<file path="src/rtl/cache_mem_arbiter_pkg.sv">
// Shared types and constants for the cache/memory line-port arbiter.
// Optional round-robin arbitration is enabled by defining CACHE_MEM_ARB_RR_EN.
package mem_arb_pkg;

  localparam int ARB_ADDR_W = 16;
  localparam int ARB_LINE_W = 128;

  typedef enum logic [1:0] {
    IDLE    = 2'd0,
    SERVE_I = 2'd1,
    SERVE_D = 2'd2,
    DONE    = 2'd3
  } arb_state_t;

  typedef enum logic {
    SRC_I = 1'b0,
    SRC_D = 1'b1
  } req_src_t;

  function automatic arb_state_t serve_state(input req_src_t src);
    return (src == SRC_D) ? SERVE_D : SERVE_I;
  endfunction

endpackage

</file>
<file path="src/rtl/cache_mem_arbiter_if.sv">
// Bundle of I-cache, D-cache and physical-memory line-port signals seen by the arbiter.
// master = arbiter view, slave = caches/memory view.
interface cache_mem_arbiter_if #(
  parameter int ADDR_W = 16,
  parameter int LINE_W = 128
) ();

  logic              i_read;
  logic [ADDR_W-1:0] i_addr;
  logic [LINE_W-1:0] i_rdata;
  logic              i_resp;

  logic              d_read;
  logic              d_write;
  logic [ADDR_W-1:0] d_addr;
  logic [LINE_W-1:0] d_wdata;
  logic [LINE_W-1:0] d_rdata;
  logic              d_resp;

  logic              mem_read;
  logic              mem_write;
  logic [ADDR_W-1:0] mem_addr;
  logic [LINE_W-1:0] mem_wdata;
  logic [LINE_W-1:0] mem_rdata;
  logic              mem_resp;

  modport master (
    input  i_read, i_addr, d_read, d_write, d_addr, d_wdata, mem_rdata, mem_resp,
    output i_rdata, i_resp, d_rdata, d_resp, mem_read, mem_write, mem_addr, mem_wdata
  );

  modport slave (
    output i_read, i_addr, d_read, d_write, d_addr, d_wdata, mem_rdata, mem_resp,
    input  i_rdata, i_resp, d_rdata, d_resp, mem_read, mem_write, mem_addr, mem_wdata
  );

endinterface

</file>
<file path="src/rtl/cache_mem_arbiter_prio.sv">
// Combinational next-source pick for the line-port arbiter.
// RR_EN selects round-robin on contention; otherwise D wins over I.
module arb_priority_sel
  import mem_arb_pkg::*;
#(
  parameter bit RR_EN = 1'b0
) (
  input  logic     i_req,
  input  logic     d_req,
  input  req_src_t last_grant,
  output logic     grant_valid,
  output req_src_t grant_src
);

  always_comb begin
    grant_valid = i_req | d_req;
    grant_src   = SRC_D;
    if (i_req && d_req) begin
      // On contention the older MEM-stage access drains first unless rotating.
      grant_src = (RR_EN && (last_grant == SRC_D)) ? SRC_I : SRC_D;
    end else if (i_req) begin
      grant_src = SRC_I;
    end
  end

endmodule

</file>
<file path="src/rtl/cache_mem_arbiter.sv">
// Shares one physical-memory line port between the I-cache and D-cache miss paths.
// Define CACHE_MEM_ARB_RR_EN for round-robin grants on simultaneous requests.
module cache_mem_arbiter
  import mem_arb_pkg::*;
#(
  parameter int ADDR_W = ARB_ADDR_W,
  parameter int LINE_W = ARB_LINE_W
) (
  input  logic             clk,
  input  logic             rst_n,
  cache_mem_arbiter_if.master bus
);

  localparam logic [1:0] ST_IDLE    = IDLE;
  localparam logic [1:0] ST_SERVE_I = SERVE_I;
  localparam logic [1:0] ST_SERVE_D = SERVE_D;
  localparam logic [1:0] ST_DONE    = DONE;

  logic [1:0]        state;
  logic [1:0]        state_nxt;
  logic              grant_valid;
  req_src_t          grant_src;
  req_src_t          last_grant;
  logic              serving;
  logic              take_grant;

  logic              g_write;
  logic [ADDR_W-1:0] g_addr;
  logic [LINE_W-1:0] g_wdata;

`ifdef CACHE_MEM_ARB_RR_EN
  localparam bit RR_EN = 1'b1;

  always_ff @(posedge clk or negedge rst_n) begin
    if (!rst_n) begin
      last_grant <= SRC_I;
    end else if (take_grant) begin
      last_grant <= grant_src;
    end
  end
`else
  localparam bit RR_EN = 1'b0;

  assign last_grant = SRC_I;
`endif

  arb_priority_sel #(
    .RR_EN (RR_EN)
  ) u_prio (
    .i_req       (bus.i_read),
    .d_req       (bus.d_read | bus.d_write),
    .last_grant  (last_grant),
    .grant_valid (grant_valid),
    .grant_src   (grant_src)
  );

  assign take_grant = (state == ST_IDLE) && grant_valid;
  assign serving    = (state == ST_SERVE_I) || (state == ST_SERVE_D);

  always_comb begin
    state_nxt = state;
    case (state)
      ST_IDLE: begin
        if (grant_valid) state_nxt = serve_state(grant_src);
      end
      ST_SERVE_I,
      ST_SERVE_D: begin
        if (bus.mem_resp) state_nxt = ST_DONE;
      end
      ST_DONE: begin
        // One dead cycle lets the served cache drop its request before re-arbitration.
        state_nxt = ST_IDLE;
      end
      default: begin
        state_nxt = ST_IDLE;
      end
    endcase
  end

  always_ff @(posedge clk or negedge rst_n) begin
    if (!rst_n) begin
      state <= ST_IDLE;
    end else begin
      state <= state_nxt;
    end
  end

  // Grant registers: captured once on entry to service, then frozen.
  always_ff @(posedge clk or negedge rst_n) begin
    if (!rst_n) begin
      g_write <= 1'b0;
      g_addr  <= '0;
      g_wdata <= '0;
    end else if (take_grant) begin
      if (grant_src == SRC_D) begin
        g_write <= bus.d_write;
        g_addr  <= bus.d_addr;
        g_wdata <= bus.d_wdata;
      end else begin
        g_write <= 1'b0;
        g_addr  <= bus.i_addr;
        g_wdata <= '0;
      end
    end
  end

  assign bus.mem_read  = serving && !g_write;
  assign bus.mem_write = serving && g_write;
  assign bus.mem_addr  = g_addr;
  assign bus.mem_wdata = g_wdata;

  assign bus.i_resp  = (state == ST_SERVE_I) && bus.mem_resp;
  assign bus.d_resp  = (state == ST_SERVE_D) && bus.mem_resp;
  assign bus.i_rdata = bus.i_resp ? bus.mem_rdata : '0;
  assign bus.d_rdata = bus.d_resp ? bus.mem_rdata : '0;

`ifndef SYNTHESIS
  always_ff @(posedge clk) begin
    if (rst_n) begin
      assert (!(bus.d_read && bus.d_write))
        else $error("cache_mem_arbiter: d_read and d_write asserted together");
    end
  end
`endif

endmodule

</file>
<file path="src/flat_wrapper.sv">
// flat-port wrapper written by rule: the top's interface ports become plain ports
module cache_mem_arbiter_flat import mem_arb_pkg::*;
#(
  parameter int ADDR_W = ARB_ADDR_W,
  parameter int LINE_W = ARB_LINE_W
)
  (clk, rst_n, bus_i_read, bus_i_addr, bus_d_read, bus_d_write, bus_d_addr, bus_d_wdata, bus_mem_rdata, bus_mem_resp, bus_i_rdata, bus_i_resp, bus_d_rdata, bus_d_resp, bus_mem_read, bus_mem_write, bus_mem_addr, bus_mem_wdata);
  cache_mem_arbiter_if #(.ADDR_W(ADDR_W), .LINE_W(LINE_W)) bus_i ();
  input  logic clk;
  input  logic rst_n;
  input wire logic [$bits(bus_i.i_read)-1:0] bus_i_read;
  input wire logic [$bits(bus_i.i_addr)-1:0] bus_i_addr;
  input wire logic [$bits(bus_i.d_read)-1:0] bus_d_read;
  input wire logic [$bits(bus_i.d_write)-1:0] bus_d_write;
  input wire logic [$bits(bus_i.d_addr)-1:0] bus_d_addr;
  input wire logic [$bits(bus_i.d_wdata)-1:0] bus_d_wdata;
  input wire logic [$bits(bus_i.mem_rdata)-1:0] bus_mem_rdata;
  input wire logic [$bits(bus_i.mem_resp)-1:0] bus_mem_resp;
  output wire logic [$bits(bus_i.i_rdata)-1:0] bus_i_rdata;
  output wire logic [$bits(bus_i.i_resp)-1:0] bus_i_resp;
  output wire logic [$bits(bus_i.d_rdata)-1:0] bus_d_rdata;
  output wire logic [$bits(bus_i.d_resp)-1:0] bus_d_resp;
  output wire logic [$bits(bus_i.mem_read)-1:0] bus_mem_read;
  output wire logic [$bits(bus_i.mem_write)-1:0] bus_mem_write;
  output wire logic [$bits(bus_i.mem_addr)-1:0] bus_mem_addr;
  output wire logic [$bits(bus_i.mem_wdata)-1:0] bus_mem_wdata;
  assign bus_i.i_read = bus_i_read;
  assign bus_i.i_addr = bus_i_addr;
  assign bus_i.d_read = bus_d_read;
  assign bus_i.d_write = bus_d_write;
  assign bus_i.d_addr = bus_d_addr;
  assign bus_i.d_wdata = bus_d_wdata;
  assign bus_i.mem_rdata = bus_mem_rdata;
  assign bus_i.mem_resp = bus_mem_resp;
  assign bus_i_rdata = bus_i.i_rdata;
  assign bus_i_resp = bus_i.i_resp;
  assign bus_d_rdata = bus_i.d_rdata;
  assign bus_d_resp = bus_i.d_resp;
  assign bus_mem_read = bus_i.mem_read;
  assign bus_mem_write = bus_i.mem_write;
  assign bus_mem_addr = bus_i.mem_addr;
  assign bus_mem_wdata = bus_i.mem_wdata;
  cache_mem_arbiter #(.ADDR_W(ADDR_W), .LINE_W(LINE_W)) u_core (.clk(clk), .rst_n(rst_n), .bus(bus_i));
endmodule
</file>
<file path="config.mk">
export PLATFORM = sky130hd
export DESIGN_NAME = cache_mem_arbiter_flat
export DESIGN_NICKNAME = d
export VERILOG_FILES = /design/src/rtl/cache_mem_arbiter_pkg.sv /design/src/rtl/cache_mem_arbiter_if.sv /design/src/rtl/cache_mem_arbiter_prio.sv /design/src/rtl/cache_mem_arbiter.sv /design/src/flat_wrapper.sv
export SDC_FILE = /design/constraint.sdc
export NUM_CORES = 1
export LEC_CHECK = 0
export CAP_MARGIN = 40
export CORE_AREA = 3 3 269 271
export CTS_CLUSTER_SIZE = 25
export DETAILED_ROUTE_END_ITERATION = 10
export DIE_AREA = 0 0 272 274
export PLACE_DENSITY = 0.41
export SYNTH_ARGS = -nofsm -noshare
export SYNTH_HDL_FRONTEND = slang
export SYNTH_SLANG_ARGS = --single-unit
</file>
<file path="constraint.sdc">
create_clock -name clk -period 2.2 [get_ports clk]
set_input_delay 0.44 -clock clk [delete_from_list [all_inputs] [get_ports clk]]
set_output_delay 0.44 -clock clk [all_outputs]
set_load 0.02 [all_outputs]
</file>
==> load_flow_metrics.sql <==
INSERT INTO impl_metrics (metric_group, metric, value, unit) VALUES
('sta', 'timing.clock.skew', '11.7', 'ps'),
('route', 'drc', '0', ''),
('power_and_ir_drop', 'pwr_density_cell', '1300', 'nW/µm²'),
('power_and_ir_drop', 'intPower', '12.5', 'mW'),
('sta', 'timing.max_slew.rel_slack', '56.7', '%'),
('outcome', 'status', 'finished with violations', ''),
('power_and_ir_drop', 'vdd.ir_drop.worst', '0.495', 'mV'),
('critical_path', 'r2r_setup_slk', '450', 'ps'),
('critical_path', 'crit-reg2reg-capture', 'u_core.bus.mem_wdata[37]$_DFFE_PN0P_', ''),
('sta', 'slew_at_the_pin_closest_to_its_max_slew_limit', '649', 'ps'),
('yosys', 'synth.most_common_cell', 'and3_1', ''),
('yosys', 'post_synthesis_async_set_or_reset_flop_share', '100', '%'),
('final_layout', 'num-nets-final', '1724', ''),
('power_and_ir_drop', 'clockPowerShare', '13.9', '%'),
('cts', 'cts_buffer_depth', '2', ''),
('cts', 'clk_pin_slew', '70', 'ps'),
('critical_path', 'path_cells', 'ha_4, buf_12, buf_4, clkbuf_16, and3_1, buf_4', ''),
('cts', 'tritoncts', 'done', ''),
('critical_path', 'worst-path-buf-inv', '4', ''),
('yosys', 'total_nets_after_synthesis', '993', ''),
('outcome', 'violations', 'negative setup slack', ''),
('place', 'routability_congestion_estimate_from_global_placement', '0.844', ''),
('critical_path', 'critical_path_arrival', '1900', 'ps'),
('yosys', 'fraction_of_the_yosys_area_taken_by_sequential_cells', '50.9', '%'),
('route', 'via_per_inst', '3.84', ''),
('route', 'vias', '9181', ''),
('place', 'port-buffer-count', '697', ''),
('die', 'standard_cell_core_area', '70000', 'µm²'),
('global_routing', 'gr-total-overflow', '0', ''),
('final_layout', 'seqCellArea', '3680', 'µm²'),
('sta', 'min_period', '2340', 'ps'),
('cts', 'clkLatencyLatePin', '450', 'ps'),
('yosys', 'ys_seq_elements', '147', ''),
('critical_path', 'most_frequent_cell_on_the_critical_path', 'buf_4', ''),
('critical_path', 'cpMaxStageDelayCell', 'dfrtp_1', ''),
('route', 'firstDrtPassIters', '5', ''),
('power_and_ir_drop', 'share_comb_of_total_power', '64.4', '%'),
('sta', 'finalCritPeriodShare', '106', '%'),
('critical_path', 'largest_fanout_of_any_net_on_the_critical_path', '7', ''),
('cts', 'cts_made_buffers', '17', ''),
('critical_path', 'r2r_start', 'u_core.state[1]$_DFFE_PN0P_', ''),
('global_routing', 'grt_start_max_net_pins', '66', ''),
('cts', 'clockRootBuffer', 'clkbuf_16', ''),
('route', 'final_antenna_net_count', '0', ''),
('critical_path', 'critPathRequiredTime', '1760', 'ps'),
('die', 'die_width', '272', 'µm'),
('final_layout', 'multi_input_comb_area', '3410', 'µm²'),
('power_and_ir_drop', 'power.switching_fraction', '42.9', '%'),
('die', 'initial_core_util', '10.3', '%'),
('cts', 'cts_sinks', '147', ''),
('sta', 'final.setup.tns', '-14810', 'ps'),
('yosys', 'summed_instance_area_of_the_synthesized_netlist', '7220', 'µm²'),
('place', 'cell_count_post_placement', '2321', ''),
('yosys', 'yosys-top-cells-count', 'and3_1 (256), dfrtp_1 (147), a22o_1 (128)', ''),
('yosys', 'synth_top_cell_area_share', '50.9', '%'),
('sta', 'worst_slack', '-136', 'ps'),
('yosys', 'ys.flop_type', 'dfrtp_1', ''),
('run', 'maxCapViolations', '0', ''),
('route', 'initialDrtViolationCount', '581', ''),
('die', 'die_height', '274', 'µm'),
('global_routing', 'initial_antenna_violation_count', '22', ''),
('sta', 'timing.final.setup_violations', '222', ''),
('global_routing', 'grt.total_usage', '14.3', '%'),
('yosys', 'post_synth_inst_count', '696', ''),
('global_routing', 'first_global_vias', '9196', ''),
('yosys', 'syn_avg_cell_area', '10.4', 'µm²'),
('critical_path', 'cp-end-kind', 'primary output', ''),
('final_layout', 'fillCellCount', '7611', ''),
('critical_path', 'critical_path.top_delay_family', 'buffers and inverters', ''),
('critical_path', 'cp-start-kind', 'flip-flop', ''),
('place', 'dpl.hpwl', '46400', 'µm');
how the worst max path moves through the flow:
stage,start,end,slack (ps),depth (start not counted)
floorplan,u_core.state[0]$_DFFE_PN0P_,bus_d_rdata[100],380,5
global placement,bus_mem_rdata[68],bus_i_rdata[68],-170,3
detailed placement,bus_mem_rdata[68],bus_i_rdata[68],-150,3
CTS,u_core.state[0]$_DFFE_PN0P_,bus_d_rdata[83],-230,5
global route,u_core.state[0]$_DFFE_PN0P_,bus_d_rdata[84],-230,7
finish,u_core.state[1]$_DFFE_PN0P_,bus_d_rdata[26],-140,6
area by class of cell:
type,instances,share of cell area [%]
Clock inverter,15,0.969
Sequential cell,147,21.9
Multi-Input combinational cell,457,20.3
Clock buffer,17,2.53
Tap cell,940,7.01
Antenna cell,10,0.149
Inverter,2,0.0447
Timing Repair Buffer,802,47.1
metrics by stage:
step	setup WS, ps	utilization (%)	area (µm²)
6_report	-136	24.0	16800
5_1_grt	-230	23.9	16800
4_1_cts	-231	23.4	16400
3_5_place_dp	-151	22.6	15800
3_3_place_gp	-174	22.6	15800
2_1_floorplan	385	-	7220
flip-flops by register name (all words and copies together), names as in the netlist:
signal	cells
u_core.bus.mem_addr	16
u_core.state	2
u_core.bus.mem_wdata	128
u_core.g_write	1
worst reg2reg max path: cells and delay by family, from the launching register on:
kind / cells / cell delay [ps]
flip-flops: 1 / 420
buffers and inverters: 4 / 730
AO/OA/AOI/OAI: 1 / 160
AND/OR/NAND/NOR: 1 / 190
adder cells (fa/ha/maj): 1 / 200
kinds of logic after synthesis:
| family | Yosys count | share of synthesized area [%] |
|---|---|---|
| simple gates | 302 | 25.0 |
| flops | 147 | 50.9 |
| compound gates | 152 | 17.9 |
| buf+inv | 92 | 5.67 |
| fa+ha+maj | 3 | 0.520 |
cells in the final DEF, fill, tap and decap left out, types with 16 or more instances in the layout:
| master | n |
|---|---|
| clkdlybuf4s50_1 | 435 |
| and3_1 | 208 |
| buf_4 | 187 |
| dfrtp_1 | 147 |
| a22o_1 | 128 |
| buf_6 | 66 |
| and3_4 | 43 |
| clkbuf_2 | 42 |
| buf_12 | 34 |
| nor2_1 | 33 |
| clkbuf_16 | 28 |
| buf_2 | 18 |
| o22ai_1 | 16 |
power groups by stage:
| stage | combinational [mW] | clock [mW] | sequential (mW) |
|---|---|---|---|
| after floorplan | 4.29 | 0 | 6.20 |
| after global placement | 12.8 | 0 | 4.72 |
| after detailed placement | 12.8 | 0 | 4.75 |
| after CTS | 12.9 | 3.19 | 4.73 |
| after global routing | 14.8 | 3.30 | 4.88 |
| final | 14.1 | 3.05 | 4.73 |
routing by layer:
layer	global-route usage (%)	vias to the layer above	wire, µm
li1	-	4083	-
met1	19.1	4575	26100
met3	5.50	53	5590
met5	0	-	115
met4	2.65	16	841
met2	22.0	454	26300
timing repair:
item                       in CTS  in global routing
cloned                          1                 16
gates resized for setup       603                470
hold buffers                    1                  0
setup endpoints to repair     257                260
pin swaps                       1                  6
setup buffers                   2                  7
hold endpoints to repair       38                  0
(Power assumes the default switching activity.)
